[config.mk]
export PLATFORM = sky130hd
export DESIGN_NAME = module_secuenciador_mult
export DESIGN_NICKNAME = d
export VERILOG_FILES = /design/src/rtl/module_secuenciador_mult.sv
export SDC_FILE = /design/constraint.sdc
export NUM_CORES = 1
export LEC_CHECK = 0
export ABC_AREA = 1
export CAP_MARGIN = 5
export CORE_UTILIZATION = 50
export DETAILED_ROUTE_END_ITERATION = 8
export PLACE_DENSITY = 0.95
export SKIP_CTS_REPAIR_TIMING = 1
export SLEW_MARGIN = 20
export SYNTH_ARGS = -nofsm -noshare
export SYNTH_HDL_FRONTEND = slang
export SYNTH_SLANG_ARGS = --single-unit
export TNS_END_PERCENT = 100
[constraint.sdc]
create_clock -name clk -period 2.4 [get_ports clk]
set_input_delay 0.36 -clock clk [delete_from_list [all_inputs] [get_ports clk]]
set_output_delay 0.36 -clock clk [all_outputs]
set_load 0.005 [all_outputs]
[src/rtl/module_secuenciador_mult.sv]
// Keypad multiplication sequencer: captures two operands, launches the Booth
// multiplier, supervises completion with a timeout and selects the displayed value.
module module_secuenciador_mult #(
  parameter int unsigned TIMEOUT_CYCLES = 64,
  parameter int unsigned MAX_OP         = 99,
  parameter int unsigned MAX_RES        = 9999,
  parameter int unsigned ERR_VALUE      = 9999
) (
  input  logic        clk,
  input  logic        rst,
  input  logic        listo_1,
  input  logic        listo_2,
  input  logic [7:0]  num_1,
  input  logic [7:0]  num_2,
  input  logic        conv_error,
  input  logic        mult_done,
  input  logic [15:0] mult_resultado,
  output logic        mult_valid,
  output logic [7:0]  mult_a,
  output logic [7:0]  mult_b,
  output logic [15:0] numero_output,
  output logic        disp_update,
  output logic        busy,
  output logic        error_flag,
  output logic [2:0]  state_dbg
);

  typedef enum logic [2:0] {
    S_IDLE      = 3'd0,
    S_WAIT_B    = 3'd1,
    S_START     = 3'd2,
    S_WAIT_DONE = 3'd3,
    S_SHOW      = 3'd4,
    S_ERROR     = 3'd5
  } state_t;

  localparam int unsigned     CNT_W    = $clog2(TIMEOUT_CYCLES + 1);
  localparam logic [CNT_W-1:0] CNT_LAST = CNT_W'(TIMEOUT_CYCLES - 1);
  localparam logic [15:0]      ERR_V    = 16'(ERR_VALUE);

  state_t           state_q, state_d;
  logic [CNT_W-1:0] cnt_q, cnt_d, cnt_inc;
  logic [7:0]       a_q, a_d, b_q, b_d;
  logic [15:0]      num_q, num_d;
  logic             valid_q, valid_d;
  logic             disp_q, disp_d;
  logic             busy_q, busy_d;
  logic             err_q, err_d;
  logic             bad_a, bad_b, res_ok;

  assign bad_a   = conv_error || (32'(num_1) > MAX_OP);
  assign bad_b   = conv_error || (32'(num_2) > MAX_OP);
  assign res_ok  = (32'(mult_resultado) <= MAX_RES);
  assign cnt_inc = cnt_q + 1'b1;

  always_comb begin
    state_d = state_q;
    cnt_d   = cnt_q;
    a_d     = a_q;
    b_d     = b_q;
    num_d   = num_q;
    disp_d  = 1'b0;

    case (state_q)
      S_IDLE, S_SHOW, S_ERROR: begin
        if (listo_1) begin
          if (!bad_a) begin
            a_d     = num_1;
            num_d   = {8'd0, num_1};
            disp_d  = 1'b1;
            state_d = S_WAIT_B;
          end else begin
            state_d = S_ERROR;
          end
        end
      end
      S_WAIT_B: begin
        // listo_2 takes priority when both operand pulses coincide
        if (listo_2) begin
          if (!bad_b) begin
            b_d     = num_2;
            num_d   = {8'd0, num_2};
            disp_d  = 1'b1;
            state_d = S_START;
          end else begin
            state_d = S_ERROR;
          end
        end else if (listo_1) begin
          if (!bad_a) begin
            a_d    = num_1;
            num_d  = {8'd0, num_1};
            disp_d = 1'b1;
          end else begin
            state_d = S_ERROR;
          end
        end
      end
      S_START: begin
        cnt_d   = '0;
        state_d = S_WAIT_DONE;
      end
      S_WAIT_DONE: begin
        // a completion in the timeout cycle still counts as success
        if (mult_done) begin
          if (res_ok) begin
            num_d   = mult_resultado;
            disp_d  = 1'b1;
            state_d = S_SHOW;
          end else begin
            state_d = S_ERROR;
          end
        end else if (cnt_inc == CNT_LAST) begin
          state_d = S_ERROR;
        end else begin
          cnt_d = cnt_inc;
        end
      end
      default: state_d = S_IDLE;
    endcase

    // error code is shown once, on entry only
    if (state_d == S_ERROR && state_q != S_ERROR) begin
      num_d  = ERR_V;
      disp_d = 1'b1;
    end

    valid_d = (state_d == S_START);
    busy_d  = (state_d == S_START) || (state_d == S_WAIT_DONE);
    err_d   = (state_d == S_ERROR);
  end

  always_ff @(posedge clk) begin
    if (rst) begin
      state_q <= S_IDLE;
      cnt_q   <= '0;
      a_q     <= '0;
      b_q     <= '0;
      num_q   <= '0;
      valid_q <= 1'b0;
      disp_q  <= 1'b0;
      busy_q  <= 1'b0;
      err_q   <= 1'b0;
    end else begin
      state_q <= state_d;
      cnt_q   <= cnt_d;
      a_q     <= a_d;
      b_q     <= b_d;
      num_q   <= num_d;
      valid_q <= valid_d;
      disp_q  <= disp_d;
      busy_q  <= busy_d;
      err_q   <= err_d;
    end
  end

  assign mult_valid    = valid_q;
  assign mult_a        = a_q;
  assign mult_b        = b_q;
  assign numero_output = num_q;
  assign disp_update   = disp_q;
  assign busy          = busy_q;
  assign error_flag    = err_q;
  assign state_dbg     = state_q;

endmodule
==> run_results.csv <==
group,metric,value,unit
routing,drc,0,
global_route,grtUsageTotal,26.98,%
routing,avgViaCountPerCell,5.247,
routing,drtIter0Drc,192,
sta,setup_viol,0,
logic_synthesis,synth-seq-cells,46,
logic_synthesis,yosysTopAreaCell,"dfxtp_1",
placement,routabilityCongestion,0.9038,
floorplan,dieArea,0.005011,sq mm
floorplan,io-pin-count,77,
sta,skew,0.004220,ns
sta,worst_pin_slew,0.5619,ns
routing,ant_nets,0,
floorplan,die_x,70.79,microns
sta,rsz0062_at_grt,"false",
finish,nNetsFinal,464,
logic_synthesis,syn_inst,346,
floorplan,placementRows,24,
worst_hold_path,holdCritPathClass,"register to register",
setup_path,reg2reg_slack,0.46,ns
flow_run,drv_cap,0,
status,status,"complete, no violations",
clock_network,numCtsBuffers,5,
sta,finalCritPeriodShare,80.80,%
global_route,grt_pass1_vias,2474,
logic_synthesis,synthArstFlopShare,0,%
global_route,gr-total-overflow,0,
finish,area_growth,38.66,%
routing,wire_per_inst,13.57,microns
worst_hold_path,hold_depth,2,
power_and_ir_drop,finalPower,1.930,mW
power_and_ir_drop,power.density,588.4,mW/mm^2
logic_synthesis,synthMuxAreaShare,0,%
logic_synthesis,synth-simple-area-share,36.12,%
logic_synthesis,syn_nets,386,
logic_synthesis,ys_warn_count,0,
routing,wirelength,6475,microns
power_and_ir_drop,p_leak,1.459,nW
logic_synthesis,synth.avg_cell_area,6.838,sq um
clock_network,clk_pin_slew_worst_paths,0.08,ns
setup_path,cp-endpoint,"mult_valid$_SDFF_PP0_",
logic_synthesis,synth_edf_count,0,
clock_network,cts_max_level,2,
logic_synthesis,ys_seq_area_share,38.92,%
logic_synthesis,synthAdderAreaFrac,1.058,%
finish,drive_gt1_share,8.235,%
setup_path,crit_path_end_kind,"register",
floorplan,core,0.004444,sq mm
logic_synthesis,syn_area,0.002366,sq mm
finish,antenna_cells,0,
routing,vias,2503,
setup_path,critical_path.cell_chain,"ha_1, nand3_1, xor2_1, nor2_2, nand3_1, nand2_1, nand2_4, o21ai_2, nor2_1",
global_route,grt_max_degree,20,
sta,max_freq,515.7,MHz
global_route,antenna_found_initial,0,
logic_synthesis,synth_xor_area_share,0.3702,%
logic_synthesis,yosys.cell_types.count,34,
placement,dpl.hpwl,4711,microns
setup_path,startpoint,"cnt_q[0]$_SDFFE_PP0P_",
setup_path,path_class,"register to register",
setup_path,critPathRequiredTime,2.59,ns
setup_path,max_stage_delay,0.46,ns
sta,fin_setup_tns,0,ns
clock_network,clock_sinks,46,
logic_synthesis,synth_ff_type,"dfxtp_1",
floorplan,die_h,70.79,microns
setup_path,r2r_end,"mult_valid$_SDFF_PP0_",
logic_synthesis,yosysTopAreaCellShare,38.92,%
logic_synthesis,synth_top_family_by_area,"simple AND/OR/NAND/NOR gates",
routing,drtPass1Iterations,8,
setup_path,setup.worst_path.start_class,"register",
clock_network,cts_buffer_depth,2,
logic_synthesis,synth_top_cells_by_area,"dfxtp_1 39%, nor2_1 12%, nand2_1 11%",
sta,maxSlewViolCount,0,
placement,port-buffer-count,76,
clock_network,clk_latency,0.30,ns
setup_path,cp_common_cell,"nand3_1",
sta,maxSlewHeadroom,62.50,%
setup_path,worst_ep_arrival_time,2.13,ns
clock_network,cts_tree,"yes",
logic_synthesis,synth_compound_area_share,13.96,%
setup_path,rr_worst_depth,9,
sta,period_minus_slack,1.939,ns
clock_network,cts_root_buf,"clkbuf_8",
global_route,grt_first_pass_wirelength,10740,microns
sta,final_hold_viol_count,0,
setup_path,crit_fanout,9,
setup_path,r2r-start,"cnt_q[0]$_SDFFE_PP0P_",
power_and_ir_drop,vdd_ir_drop_max,0.0003834,V
floorplan,start_util,53.24,%
setup_path,cp_slowest_cell,"dfxtp_1",
## layout make-up
type                       instances  area [sq um]
fill                             337          1164
timing repair buffer              77         768.2
clock buffer                       6         72.57
clock inverter                     2         37.54
tap                               52         65.06
sequential                        46         920.9
multi-input combinational        242          1219
inverter                          52         197.7
## logic make-up (layout without fill, tap and decap cells)
group | count (synthesis) | after routing
AOI/OAI and AO/OA | 61 | 61
and+or+nand+nor | 178 | 178
DFF | 46 | 46
buffers and inverters | 58 | 137
adders and majority gates | 2 | 2
xor gates and xnor gates | 1 | 1
## registers in the layout, indices dropped and copies added, names as in the netlist
name           cells
numero_output     16
mult_valid         1
mult_b             8
cnt_q              7
state_dbg          3
busy               1
error_flag         1
mult_a             8
disp_update        1
## synth_stat cells, types with 2 or more instances
cell type and n:
buf_2 2, a21oi_1 27, o21ai_0 21, nor2_2 2, nand2_1 67, o21ai_1 4, nand2_2 3, nor2_4 3
nor2_8 2, inv_1 47, ha_1 2, inv_2 4, a211oi_1 4, nand3_1 14, nand3b_1 2, dfxtp_1 46
nand2_4 6, clkbuf_1 2, nor2_1 73
## layout by cell type (no fill, tap or decap), types with 3 or more instances in the layout
| master | instances |
|---|---|
| inv_1 | 47 |
| nor2_4 | 3 |
| nand2_2 | 3 |
| nand3_1 | 14 |
| a211oi_1 | 4 |
| o21ai_0 | 21 |
| dfxtp_1 | 46 |
| nand2_1 | 67 |
| inv_2 | 4 |
| nor2_1 | 73 |
| nand2_4 | 6 |
| clkbuf_8 | 5 |
| o21ai_1 | 4 |
| clkdlybuf4s50_1 | 76 |
| a21oi_1 | 27 |
## power by group
group          switching [mW]  internal [mW]
clock network           0.262          0.311
registers              0.0398          0.825
logic                   0.246          0.247
total                   0.548           1.38
## how the worst min path moves through the flow
| stage | from | end | slack [ns] |
|---|---|---|---|
| finish | mult_a[7]$_SDFFE_PP0P_ | mult_a[7]$_SDFFE_PP0P_ | 0.45 |
| detailed placement | mult_a[7]$_SDFFE_PP0P_ | mult_a[7]$_SDFFE_PP0P_ | 0.43 |
| floorplan | mult_a[7]$_SDFFE_PP0P_ | mult_a[7]$_SDFFE_PP0P_ | 0.44 |
| global placement | numero_output[14]$_SDFFE_PP0P_ | numero_output[14]$_SDFFE_PP0P_ | 0.43 |
| CTS | mult_a[7]$_SDFFE_PP0P_ | mult_a[7]$_SDFFE_PP0P_ | 0.45 |
| global route | mult_a[7]$_SDFFE_PP0P_ | mult_a[7]$_SDFFE_PP0P_ | 0.47 |
## per-stage QoR
step                utilization, %  instances  cell area, sq um  setup slack, ns  hold slack (ns)
floorplan                        -        346              2366           0.8019           0.4355
global placement             71.34        469              3171           0.3306           0.4332
detailed placement           71.34        469              3171           0.2261           0.4315
CTS                          73.82        477              3281           0.4969           0.4494
global route                 73.82        477              3281           0.2788           0.4698
finish                       73.82        477              3281           0.4608           0.4478
## worst max-delay path: cells and delay by family, from the launching register on
kind / cells / cell delay (ns)
xor gates and xnor gates: 1 / 0.21
and+or+nand+nor: 6 / 0.68
AOI/OAI and AO/OA: 1 / 0.24
adders and majority gates: 1 / 0.23
DFF: 1 / 0.46
## per-layer routing
layer / vias to the layer above / global-route usage, % / routed length, microns
met5: - / 0 / 0
li1: 1242 / - / -
met1: 1139 / 30.58 / 2608
met3: 16 / 8.120 / 517
met2: 106 / 47.65 / 3241
met4: 0 / 10.44 / 108
Power figures use the tool's default switching activity.
